## config.mk

```make
export PLATFORM = sky130hd
export DESIGN_NAME = serial_add_ctrl
export DESIGN_NICKNAME = d
export VERILOG_FILES = /design/src/rtl/serial_add_ctrl.sv
export SDC_FILE = /design/constraint.sdc
export NUM_CORES = 1
export LEC_CHECK = 0
export CORE_MARGIN = 5
export CORE_UTILIZATION = 50
export CTS_BUF_LIST = sky130_fd_sc_hd__clkbuf_8 sky130_fd_sc_hd__clkbuf_16
export DETAILED_ROUTE_END_ITERATION = 10
export GPL_TIMING_DRIVEN = 0
export PLACE_DENSITY_LB_ADDON = 0.1
export SYNTH_ARGS = -nofsm -noshare
export SYNTH_HDL_FRONTEND = slang
export SYNTH_HIERARCHICAL = 1
export SYNTH_SLANG_ARGS = --single-unit
```

## constraint.sdc

```tcl
create_clock -name clk -period 2.8 [get_ports clk]
set_input_delay 0.56 -clock clk [delete_from_list [all_inputs] [get_ports clk]]
set_output_delay 0.56 -clock clk [all_outputs]
set_load 0.01 [all_outputs]
```

## src/rtl/serial_add_ctrl.sv

```systemverilog
// Bit-serial adder controller: walks one full-adder cell across WIDTH bit
// positions, LSB first, and publishes {carry_out, sum} only on completion.

// One-bit full-adder cell shared by the serial datapath.
module fulladder (
  input  logic a_i,
  input  logic b_i,
  input  logic c_i,
  output logic s_o,
  output logic c_o
);
  assign s_o = a_i ^ b_i ^ c_i;
  assign c_o = (a_i & b_i) | (c_i & (a_i ^ b_i));
endmodule

module serial_add_ctrl #(
  parameter int WIDTH = 8
) (
  input  logic             clk,
  input  logic             rst_n,
  input  logic             start,
  input  logic [WIDTH-1:0] a,
  input  logic [WIDTH-1:0] b,
  input  logic             carry_in,
  output logic [WIDTH-1:0] sum,
  output logic             carry_out,
  output logic             busy,
  output logic             done
);

  // Counter is at least one bit wide so WIDTH=1 still has a legal vector.
  localparam int CW = (WIDTH > 1) ? $clog2(WIDTH) : 1;
  localparam logic [CW-1:0] CNT_ONE  = CW'(1);
  localparam logic [CW-1:0] CNT_LAST = CW'(WIDTH - 1);

  typedef enum logic [1:0] {
    ST_IDLE = 2'd0,
    ST_RUN  = 2'd1,
    ST_DONE = 2'd2
  } state_e;

  state_e           state_q, state_d;
  logic [WIDTH-1:0] a_q, a_d;
  logic [WIDTH-1:0] b_q, b_d;
  logic [WIDTH-1:0] res_q, res_d;
  logic             carry_q, carry_d;
  logic [CW-1:0]    cnt_q, cnt_d;
  logic [WIDTH-1:0] sum_q, sum_d;
  logic             cout_q, cout_d;
  logic             busy_q, busy_d;
  logic             done_q, done_d;

  logic             fa_s;
  logic             fa_c;
  logic [WIDTH:0]   res_cat;
  logic [WIDTH-1:0] res_shift;

  fulladder u_fa (
    .a_i (a_q[0]),
    .b_i (b_q[0]),
    .c_i (carry_q),
    .s_o (fa_s),
    .c_o (fa_c)
  );

  // New sum bit enters from the MSB side; after WIDTH steps bit 0 lands at the LSB.
  assign res_cat   = {fa_s, res_q};
  assign res_shift = res_cat[WIDTH:1];

  // Next-state, datapath and output decode; every _d defaults to its _q.
  always_comb begin
    state_d = state_q;
    a_d     = a_q;
    b_d     = b_q;
    res_d   = res_q;
    carry_d = carry_q;
    cnt_d   = cnt_q;
    sum_d   = sum_q;
    cout_d  = cout_q;

    case (state_q)
      ST_IDLE, ST_DONE: begin
        if (start) begin
          a_d     = a;
          b_d     = b;
          carry_d = carry_in;
          res_d   = '0;
          cnt_d   = '0;
          state_d = ST_RUN;
        end else begin
          state_d = ST_IDLE;
        end
      end
      ST_RUN: begin
        a_d     = a_q >> 1'b1;
        b_d     = b_q >> 1'b1;
        carry_d = fa_c;
        res_d   = res_shift;
        if (cnt_q == CNT_LAST) begin
          // Last bit: publish the full result together with the final carry.
          sum_d   = res_shift;
          cout_d  = fa_c;
          cnt_d   = '0;
          state_d = ST_DONE;
        end else begin
          cnt_d   = cnt_q + CNT_ONE;
          state_d = ST_RUN;
        end
      end
      default: begin
        state_d = ST_IDLE;
      end
    endcase

    busy_d = (state_d == ST_RUN);
    done_d = (state_d == ST_DONE);
  end

  // State, datapath and output registers with immediate asynchronous clear.
  always_ff @(posedge clk or negedge rst_n) begin
    if (!rst_n) begin
      state_q <= ST_IDLE;
      a_q     <= '0;
      b_q     <= '0;
      res_q   <= '0;
      carry_q <= 1'b0;
      cnt_q   <= '0;
      sum_q   <= '0;
      cout_q  <= 1'b0;
      busy_q  <= 1'b0;
      done_q  <= 1'b0;
    end else begin
      state_q <= state_d;
      a_q     <= a_d;
      b_q     <= b_d;
      res_q   <= res_d;
      carry_q <= carry_d;
      cnt_q   <= cnt_d;
      sum_q   <= sum_d;
      cout_q  <= cout_d;
      busy_q  <= busy_d;
      done_q  <= done_d;
    end
  end

  assign sum       = sum_q;
  assign carry_out = cout_q;
  assign busy      = busy_q;
  assign done      = done_q;

endmodule
```

### Word-level counts from Yosys, hierarchy flattened

Cells that the tools add are included.

| storage, ports and cells | value |
|---|---|
| output and inout port bits | 11 |
| word-level logic and storage cells | 41 |
| input port bits | 20 |
| register bits after elaboration | 41 |

| cells by class | value |
|---|---|
| reductions and logical operators | 5 |
| mux-type cells | 14 |
| add/sub/neg operators | 1 |
| bitwise gates (word level) | 5 |
| equality and inequality tests | 6 |

Operators with widths:

| kind | number |
|---|---|
| $pmux W8 S2 | 3 |
| $mux W8 | 3 |
| $mux W3 | 2 |
| $pmux W3 S2 | 1 |
| $eq A2 B1 Y1 const B | 2 |
| $eq A2 B2 Y1 const B | 2 |
| $pmux W2 S2 | 1 |
| $reduce_and A2 Y1 | 2 |
| $add A3 B1 Y3 const B | 1 |
| $eq A3 B3 Y1 const B | 1 |
| $and A1 B1 Y1 | 2 |
| $logic_not A2 Y1 | 1 |
| $mux W1 | 2 |
| $mux W2 | 1 |
| $ne A2 B2 Y1 const B | 1 |
| $pmux W1 S2 | 1 |
| $reduce_bool A2 Y1 | 1 |
| $reduce_or A2 Y1 | 1 |
| $xor A1 B1 Y1 | 2 |
| $or A1 B1 Y1 | 1 |

### Depth between registers and ports, before layout

| depth | value |
|---|---|
| depth in word-level cells | 4 |
| mapped depth | 6 |
| depth with buffers taken out | 5 |

### Hierarchy

Netlist, hierarchy kept.

Modules (own cells, without submodules):

| module | times used | cells an instance | area each (µm²) |
|---|---|---|---|
| serial_add_ctrl | 1 | 157 | 1,909.3 |
| fulladder | 1 | 1 | 20.0 |

### Worst setup path before layout

No wires, ideal clock.

| timing | value |
|---|---|
| path kind | register to register |
| start point | register cnt_q[0] |
| end point | register sum_q[0] (netlist: sum[0]) |
| data required time | 2.675 ns |
| library setup time | 0.125 ns |
| cell stages (with the launch flop) | 6 |
| setup slack | 1.399 ns |
| buffers on the path | 0 |
| arrival | 1.275 ns |
| cells stage by stage | dfrtp_1 > ha_1 > ha_1 > nand2_8 > inv_2 > mux2_4 |

| on the way | value |
|---|---|
| word-level cells in the longest chain between the ends | 2 |

RTL lines:

| item | line | RTL |
|---|---|---|
| start, declared | 47 | `logic [CW-1:0] cnt_q, cnt_d;` |
| start signal, assigned | 138 | `cnt_q <= cnt_d;` |
| $eq A3 B3 Y1 | 99 | `if (cnt_q == CNT_LAST) begin` |
| $reduce_and A2 Y1 (no source line) | n/a |  |
| end signal, assigned | 139 | `sum_q <= sum_d;` |
| end, declared | 48 | `logic [WIDTH-1:0] sum_q, sum_d;` |

Every way passes these cells.
A chain may end at the register's enable or synchronous reset.

### Final worst setup path

| timing | value |
|---|---|
| start point | input port start |
| end point | register b_q[5] |

| on the way | value |
|---|---|
| word-level cells in the longest chain between the ends | 2 |

RTL lines:

| item | line | RTL |
|---|---|---|
| start, declared | 21 | `input logic start,` |
| $ne A2 B2 Y1 (no source line) | n/a |  |
| $reduce_and A2 Y1 (no source line) | n/a |  |
| end signal, assigned | 124 | `b_q <= '0;` |
| end signal, assigned | 135 | `b_q <= b_d;` |
| end, declared | 44 | `logic [WIDTH-1:0] b_q, b_d;` |

Every way passes these cells.

==> impl_metrics.tcl <==
set metrics [dict create \
    outcome "completed" \
    ys_types 25 \
    antenna_found_initial 0 \
    fillCellCount 290 \
    cts_tree "built" \
    post-place-cells 236 \
    slew_viol_final 0 \
    cts_buffers 5 \
    place_ws_ns 0.696 \
    setup_viol 0 \
    die_area_sq_um 5200 \
    tightest_slew_ns 0.878 \
    via_per_inst 5.69 \
    layoutNonFillerInstCount 244 \
    track_usage_pct 16.7 \
    fin_tns_setup_ns 0 \
    vias 1389 \
    drc 0 \
    n_antenna_cell 0 \
    cp_data_arrival_time_ns 1.93 \
    clockRootBuffer "clkbuf_8" \
    hold_path.class "in -> async" \
    syn-cell-area_sq_um 1930 \
    worstPathRequired_ns 2.95 \
    gp_congestion 0.788 \
    antenna_left 0 \
    routed_wl_mm 4.00 \
    ys_ff_latch 40 \
    start_util_pct 52.3 \
    hold_viol 0 \
    fin_crit_sh_pct 63.6 \
    cts-htree-levels 2 \
    clockBufferDepth 2 \
    cts_sinks 40 \
    first_pass_iters 4 \
    fin_skew_ns 0.00368 \
    rsz0062_at_grt "false" \
    final_util_pct 65.4 \
    grt_max_degree 41 \
    wl_per_cell_microns 16.4 \
    min_period_ns 1.78 \
    maxSlewHeadroom_pct 41.5 \
    critPathLaunchType "primary input" \
    worstSetupStartpoint "start" \
    final_area_sq_um 2410 \
    clk_pin_slew_ns 0.08 \
    multi_input_area_sq_um 845 \
    synthCells 158 \
    fmax_ghz 0.562 \
    cts_resized 0 \
    fp.dieH_microns 72.1 \
    pin_count 31 \
    rows 22 \
    maxCapViolations 0 \
    place_hpwl_mm 2.92 \
    whs_ns 0.383 \
    grt_pass1_wl_mm 6.73 \
    mostFrequentLayoutCells "40 x dfrtp_1, 29 x clkdlybuf4s50_1, 21 x mux2i_1" \
    area_delta_synth_final_pct 25.0 \
    first_iter_violations 94 \
    final_common_cell "dfrtp_1" \
    critPathKind "in -> reg" \
    coreArea_sq_um 3690 \
    nNetsFinal 218 \
    layout-drive-gt1-share_pct 15.3 \
    ys_seq_area_share_pct 51.9 \
    end_kind "flip-flop" \
    placedInstanceArea_sq_um 2280 \
    p_per_area_nw_per_um2 1050 \
    fp.dieW_microns 72.1 \
    syn_avg_cell_area_sq_um 12.2 \
    leakagePower_nw 1.04 \
    grt_pass1_vias 1447 \
    ir_worst_vdd_mv 0.443 \
    r2r_start "cnt_q[0]$_DFFE_PN0P_" \
    postCtsHoldBufs 0 \
    critPathMaxFanout 10 \
    io_buffers 30 \
    synthesis.nets 181 \
    clock_latency_ns 0.29 \
    ff_latch_area_sq_um 1000 \
    final.setup.worst_slack_ns 1.02 \
    p_total_mw 2.52 \
    grt_overflow 0 \
    yosys_warnings 6 \
    cts_setup_buffers 0 \
]
==> flip-flops by register name (all words and copies together), names as in the netlist <==
signal	flops
carry_q	1
res_q	7
cnt_q	3
busy	1
carry_out	1
done	1
sum	8
b_q	8
state_q	2
a_q	8
==> worst max-delay path, stage by stage <==
cell and delay (ns):
clkdlybuf4s50_1 0.56, clkbuf_2 0.27, buf_4 0.21, a211oi_1 0.24
a21oi_1 0.09
==> power breakdown <==
part	internal [mW]	leakage [nW]	switching [mW]
logic	0.541	0.480	0.450
registers	0.836	0.494	0.184
clock network	0.314	0.0645	0.196
total	1.69	1.04	0.830
==> final timing paths <==
kind	to	slack [ns]	depth (start not counted)
setup / recovery	b_q[5]$_DFFE_PN0P_	1.02	5
hold / removal	sum[2]$_DFFE_PN0P_	0.38	1
setup reg to reg	sum[0]$_DFFE_PN0P_	1.29	5
hold reg to reg	sum[4]$_DFFE_PN0P_	0.51	1
max in group asynchronous	cnt_q[1]$_DFFE_PN0P_	1.86	1
min in group clk	sum[4]$_DFFE_PN0P_	0.51	1
==> synthesized netlist by cell type <==
library cell / number / area (sq um)
clkbuf_2: 1 / 5.00
buf_4: 2 / 15.0
inv_2: 1 / 3.75
nor2b_1: 14 / 87.6
o21ai_0: 7 / 35.0
nor2b_4: 1 / 13.8
nand3_1: 2 / 10.0
a21oi_1: 14 / 70.1
mux2_4: 9 / 135
a211oi_1: 14 / 105
and3_1: 1 / 6.26
inv_1: 3 / 11.3
nand2_8: 1 / 20.0
buf_6: 2 / 22.5
ha_1: 2 / 25.0
dfrtp_1: 40 / 1000
clkbuf_1: 3 / 11.3
a21oi_2: 1 / 8.76
mux2i_1: 21 / 210
a221o_1: 1 / 10.0
a22o_1: 7 / 61.3
buf_2: 3 / 15.0
nor2_1: 2 / 7.51
nand2_1: 5 / 18.8
fa_1: 1 / 20.0
==> cell families after synthesis <==
| logic type | count (synthesis) | share of synthesized area (%) |
|---|---|---|
| and+or+nand+nor | 26 | 8.50 |
| adders and majority gates | 3 | 2.33 |
| AOI/OAI and AO/OA | 44 | 15.0 |
| buffers and inverters | 15 | 4.34 |
| DFF | 40 | 51.9 |
| muxes | 30 | 17.9 |
==> area by class of cell <==
cell class / instances / share of cell area (%)
flip-flops and latches: 40 / 41.5
multi-input cells: 103 / 35.0
repair buffers: 30 / 12.2
clock buffers: 7 / 4.00
plain buffers: 11 / 2.85
well taps: 48 / 2.49
clock inverters: 1 / 1.25
inverters: 4 / 0.623
==> layer usage <==
metal  global-route usage, %  routed length [microns]  up-vias
met5                       0                        0        -
met4                    6.89                      117        0
met3                    5.12                      174       13
met2                    28.5                     2010       39
met1                    19.4                     1700      696
li1                        -                        -      641
Power figures use the tool's default switching activity.
